==> src/rtl/fwd_hazard_unit_pkg.sv <==
// rtl/fwd_hazard_unit_pkg.sv - shared encodings for the forwarding / load-use hazard unit
//   FW_NOP        : select value meaning "use the register file value"
//   fw_stage_sel  : select value for forwarding source stage s (0 = nearest)
//   fsm_state_t   : load-use stall sequencer states
package fwd_hazard_unit_pkg;

  localparam int FW_NOP = 0;
  localparam int CNT_W  = 3;

  typedef enum logic [0:0] {
    ST_RUN   = 1'b0,
    ST_STALL = 1'b1
  } fsm_state_t;

  function automatic int fw_stage_sel(input int stage);
    return stage + 1;
  endfunction

endpackage

==> src/rtl/fwd_hazard_unit_fwd_sel.sv <==
// rtl/fwd_hazard_unit_fwd_sel.sv - priority matcher picking the nearest writing stage
//   rn    in  RW          source register number
//   en    in  1           source really read; 0 forces NOP
//   wr_rn in  NSTAGE*RW   destination register per stage
//   wr_we in  NSTAGE      stage writes its register
//   sel   out SW          NOP or fw_stage_sel(stage)
module fwd_sel
  import fwd_hazard_unit_pkg::*;
#(
  parameter int NSTAGE = 2,
  parameter int RW     = 5,
  parameter int SW     = 2
) (
  input  logic [RW-1:0]        rn,
  input  logic                 en,
  input  logic [NSTAGE*RW-1:0] wr_rn,
  input  logic [NSTAGE-1:0]    wr_we,
  output logic [SW-1:0]        sel
);

  // Scan from the farthest stage down so the nearest match is written last
  // and wins. Register 0 is hard-wired and never forwarded.
  always_comb begin
    sel = SW'(FW_NOP);
    for (int s = NSTAGE - 1; s >= 0; s--) begin
      if (en && (rn != '0) && wr_we[s] && (wr_rn[s*RW +: RW] == rn)) begin
        sel = SW'(fw_stage_sel(s));
      end
    end
  end

endmodule

==> src/rtl/fwd_hazard_unit.sv <==
// rtl/fwd_hazard_unit.sv - operand forwarding selects and load-use stall control
//   clk, rst     : clock (rising edge), asynchronous active-high reset
//   pause        : global pipeline hold
//   id_rn_i      : decode source registers (NPORT x RW), id_rd_en_i per-port read enable
//   wr_rn_i      : destination register per stage (NSTAGE x RW)
//   wr_we_i      : stage writes, wr_ld_i : stage result not yet available
//   id_fw_o      : forward selects for decode comparators (NPORT x SW)
//   ex_fw_o      : forward selects for execute operands (NPORT x SW)
//   stall_o      : freeze PC and IF/ID, bubble_o : insert NOP into EX
module fwd_hazard_unit
  import fwd_hazard_unit_pkg::*;
#(
  parameter int NPORT     = 2,
  parameter int NSTAGE    = 2,
  parameter int RW        = 5,
  parameter int STALL_CYC = 1,
  localparam int SW       = $clog2(NSTAGE + 1)
) (
  input  logic                 clk,
  input  logic                 rst,
  input  logic                 pause,
  input  logic [NPORT*RW-1:0]  id_rn_i,
  input  logic [NPORT-1:0]     id_rd_en_i,
  input  logic [NSTAGE*RW-1:0] wr_rn_i,
  input  logic [NSTAGE-1:0]    wr_we_i,
  input  logic [NSTAGE-1:0]    wr_ld_i,
  output logic [NPORT*SW-1:0]  id_fw_o,
  output logic [NPORT*SW-1:0]  ex_fw_o,
  output logic                 stall_o,
  output logic                 bubble_o
);

  // The first stall cycle is spent in RUN, so STALL covers the remaining ones.
  localparam logic [CNT_W-1:0] CNT_INIT =
    (STALL_CYC > 1) ? CNT_W'(STALL_CYC - 2) : '0;

  logic [NPORT*RW-1:0] ex_rn;
  fsm_state_t          state;
  logic [CNT_W-1:0]    cnt;
  logic                hazard;

  for (genvar p = 0; p < NPORT; p++) begin : g_port
    fwd_sel #(.NSTAGE(NSTAGE), .RW(RW), .SW(SW)) u_id_sel (
      .rn    (id_rn_i[p*RW +: RW]),
      .en    (id_rd_en_i[p]),
      .wr_rn (wr_rn_i),
      .wr_we (wr_we_i),
      .sel   (id_fw_o[p*SW +: SW])
    );

    // Disabled ports and bubbles are captured as register 0, so no enable needed here.
    fwd_sel #(.NSTAGE(NSTAGE), .RW(RW), .SW(SW)) u_ex_sel (
      .rn    (ex_rn[p*RW +: RW]),
      .en    (1'b1),
      .wr_rn (wr_rn_i),
      .wr_we (wr_we_i),
      .sel   (ex_fw_o[p*SW +: SW])
    );
  end

  // A load in flight only matters for the stage actually selected; a farther
  // stage with the same register is shadowed by the nearer one.
  always_comb begin
    hazard = 1'b0;
    for (int p = 0; p < NPORT; p++) begin
      for (int s = 0; s < NSTAGE; s++) begin
        if ((id_fw_o[p*SW +: SW] == SW'(fw_stage_sel(s))) && wr_ld_i[s]) begin
          hazard = 1'b1;
        end
      end
    end
  end

  assign stall_o  = ~rst & ((state == ST_STALL) | hazard);
  assign bubble_o = stall_o & ~pause;

  always_ff @(posedge clk or posedge rst) begin
    if (rst) begin
      ex_rn <= '0;
    end else if (!pause) begin
      for (int p = 0; p < NPORT; p++) begin
        if (stall_o || !id_rd_en_i[p]) begin
          ex_rn[p*RW +: RW] <= '0;
        end else begin
          ex_rn[p*RW +: RW] <= id_rn_i[p*RW +: RW];
        end
      end
    end
  end

  always_ff @(posedge clk or posedge rst) begin
    if (rst) begin
      state <= ST_RUN;
      cnt   <= '0;
    end else if (!pause) begin
      case (state)
        ST_RUN: begin
          if (hazard && (STALL_CYC > 1)) begin
            state <= ST_STALL;
            cnt   <= CNT_INIT;
          end
        end
        ST_STALL: begin
          if (cnt == '0) begin
            state <= ST_RUN;
          end else begin
            cnt <= cnt - CNT_W'(1);
          end
        end
        default: state <= ST_RUN;
      endcase
    end
  end

endmodule

==> config.mk <==
export PLATFORM = sky130hd
export DESIGN_NAME = fwd_hazard_unit
export DESIGN_NICKNAME = d
export VERILOG_FILES = /design/src/rtl/fwd_hazard_unit_pkg.sv /design/src/rtl/fwd_hazard_unit_fwd_sel.sv /design/src/rtl/fwd_hazard_unit.sv
export SDC_FILE = /design/constraint.sdc
export NUM_CORES = 1
export LEC_CHECK = 0
export CAP_MARGIN = 20
export CORE_ASPECT_RATIO = 0.9
export CORE_UTILIZATION = 41
export DETAILED_ROUTE_END_ITERATION = 10
export GPL_TIMING_DRIVEN = 1
export PLACE_DENSITY = 0.79
export SYNTH_ARGS = -nofsm -noshare
export SYNTH_HDL_FRONTEND = slang
export SYNTH_SLANG_ARGS = --single-unit
==> constraint.sdc <==
create_clock -name clk -period 1.69 [get_ports clk]
set_input_delay 0.169 -clock clk [delete_from_list [all_inputs] [get_ports clk]]
set_output_delay 0.169 -clock clk [all_outputs]
set_load 0.02 [all_outputs]
==> results.md <==
- Clock Sinks: 14
- Slew Limit Fails: 0
- Placer congestion estimate: 0.932
- Routed len/inst: about 21 microns
- Crit. End Element: primary output
- RSZ-0062 raised after global routing: yes
- Crit-path max FO: 3
- Worst Tran Pin Value: 372 ps
- Failing checks: setup timing
- Detailed Route WL: between 5 and 6 mm
- Total gr overflow: 0
- Die W: 58.4 microns
- Fin crit period: 2100 ps
- Part of the Yosys area used for sequential elements: 29.8%
- Antenna cell count: 0
- CTS clock-pin slew for the worst setup and hold paths: ~70 ps
- Fin. Hold Viols: 0
- Initial antenna violation count: 0
- CTS Buffer Depth: 2
- Antenna viol nets, final: 0
- Cell Area, Synth: roughly 0.0012 sq mm
- Chip Height: 52.8 microns
- Net Count, Synth: around 160
- CTS buffer count: 3
- First-pass GRT wire length: 7.49 mm
- RR Endpoint: cnt[2]$_DFFE_PP0P_
- Hold slack final: 344 ps
- Count of input and output buffers: 38
- Cell Pwr Density: 468 mW/mm^2
- Ports: 39
- 1st-pass router iterations: 4
- Via density per instance: 5.70
- Status: complete, but fails checks
- R2R depth: 7
- Critical Path AT: 1930 ps
- Root Buffer: clkbuf_4
- FF+latch count, synth: 14
- Setup ws final: -414 ps
- Skew-Pair Late Insertion Delay: 260 ps
- CTS H-tree lvls: 1
- Cells after Synth: 131
- Via count: 1521
- DRT iter0 DRCs: 137
- Synth warnings: 0
- # nets final: 260
- Final setup violation count: 19
- HP Class: input pin to async pin
- Final Skew: 3.18 ps
- Max Cap Violations: 0
- DRC viols: 0
- Cts hold-fix bufs: 0
- Layout cells sized above 1: 53.3%
- P&R area growth vs syn: 101%
- GRT Resource Usage Total: 33.6%
- CTS tree: done
- Launching point of the worst reg2reg path: cnt[1]$_DFFE_PP0P_
- Max VDD drop: between 400 and 500 uV
- Place WS: -1110 ps
- Kind of critical path: input pin to primary output
- Row cnt: 18
- Synth Area per Inst: about 9.0 sq um
- Vias in the first global route: approximately 1600
- Slew HR: roughly 75%
- Required time worst endpoint: 1520 ps
- Pin count of the biggest net entering global routing: 19
- Unique masters post-synth: 26
- Pleak: 1.05 nW
- Die area: between 0.003 and 0.004 sq mm
- Fin crit share: 124%
- R2R Setup Slk: 290 ps
- Worst setup SP type: input pin
- Placed wire-length estimate: 3.40 mm
- Core area: approximately 0.0027 sq mm
- Initial Util: 43.1%
- Max Freq: around 480 MHz
==> Yosys cell counts <==
cell type,number,share of area (%)
nand2_1,15,4.8
o21ai_1,1,0.43
o311a_4,1,1.8
nor2b_1,1,0.53
inv_1,6,1.9
nor3b_1,1,0.64
or4_1,4,2.6
nand4b_1,2,1.5
xor2_1,12,8.9
nor3_2,1,0.85
a21boi_0,1,0.64
nor4_1,6,3.2
ha_1,2,2.1
o22a_1,1,0.75
o211ai_2,1,1.1
a32o_1,5,4.3
xnor2_1,29,22
clkbuf_1,5,1.6
nor3_1,1,0.43
a21oi_1,2,0.85
dfrtp_1,14,30
nand4_1,6,3.2
o21ai_2,1,0.75
o31ai_1,5,3.2
inv_2,1,0.32
nor2_1,7,2.2
==> logic make-up (layout without fill, tap and decap cells) <==
logic type               Yosys count  count (layout)  share of synthesized area, %
buffers and inverters             12             108                          3.83
XOR/XNOR                          41              41                          30.6
flip-flops                        14              14                          29.8
AO/OA/AOI/OAI                     18              18                          13.7
adder cells (fa/ha/maj)            2               2                          2.13
AND/OR/NAND/NOR                   44              44                          19.9
==> how the worst max path moves through the flow <==
| stage | startpoint | endpoint | cells past startpoint |
|---|---|---|---|
| after detailed placement | id_rn_i[5] | bubble_o | 8 |
| final | id_rn_i[0] | bubble_o | 11 |
| after global routing | id_rn_i[0] | bubble_o | 11 |
| after global placement | id_rn_i[5] | bubble_o | 8 |
| after CTS | id_rn_i[7] | bubble_o | 8 |
| after floorplan | id_rn_i[5] | ex_rn[8]$_DFFE_PP0N_ | 6 |
==> report_power, final <==
| part | total (mW) | internal [mW] | switching (mW) |
|---|---|---|---|
| Sequential | 0.375 | 0.354 | 0.0216 |
| Clock | 0.171 | 0.0821 | 0.0884 |
| Combinational | 0.559 | 0.290 | 0.269 |
==> placed cells by master, fill, tap and decap left out, types with 2 or more instances in the layout <==
master	instances
a21oi_1	2
a32o_1	5
buf_2	8
buf_4	49
buf_6	21
buf_8	3
clkbuf_2	2
clkbuf_4	3
clkdlybuf4s50_1	6
dfrtp_1	14
dlygate4sd2_1	6
ha_1	2
inv_1	6
nand2_1	15
nand4_1	6
nand4b_1	2
nor2_1	2
nor2_4	4
nor3_4	2
nor4_4	4
o21ai_4	2
o31ai_4	5
or4_4	4
xnor2_1	21
xnor2_2	8
xor2_1	12
==> metal layers <==
| metal | track usage (%) | part of all wire [%] | vias to the layer above |
|---|---|---|---|
| met2 | 58.6 | 48 | 91 |
| met1 | 41.9 | 39 | 740 |
| met3 | 4.20 | 8.3 | 27 |
| met5 | 0 | 0 | - |
| li1 | - | - | 663 |
| met4 | 13.9 | 4.5 | 0 |
==> critical path: stages <==
cell and delay [ps]:
buf_2 120, buf_4 130, buf_4 130, xnor2_1 250
nand4_1 250, nor3_4 300, buf_6 140, o211ai_2 80
o311a_4 160, nor2_4 90, buf_6 120
==> sequential cells by signal (all words and copies together) (netlist names) <==
register  cells
ex_rn        10
state         1
cnt           3
==> stage by stage <==
| stage | std cells | total power [mW] | TNS [ps] | cell area [sq um] | utilization [%] |
|---|---|---|---|---|---|
| after floorplan | 131 | 0.584 | -2000 | 1300 | - |
| after global placement | 253 | 0.810 | -14630 | 2080 | 76.4 |
| after detailed placement | 253 | 0.828 | -15540 | 2080 | 76.4 |
| after CTS | 263 | 1.05 | -2990 | 2260 | 82.9 |
| after global routing | 267 | 1.15 | -5270 | 2360 | 86.5 |
| final | 267 | 1.10 | -4400 | 2360 | 86.5 |
==> area by class of cell <==
| type | instances | area, sq um |
|---|---|---|
| fill | 122 | 367 |
| clock buffer | 3 | 22.5 |
| sequential | 14 | 350 |
| timing repair buffer | 98 | 846 |
| multi-input combinational | 105 | 1060 |
| tap | 40 | 50.0 |
| inverter | 7 | 31.3 |
==> what timing repair did <==
action,in CTS,in global routing
buffers inserted,8,7
gates cloned,0,0
setup endpoints to repair,20,20
gates resized for setup,133,27
pin swaps,23,16
Note: power is estimated with default switching activity, not from simulation.
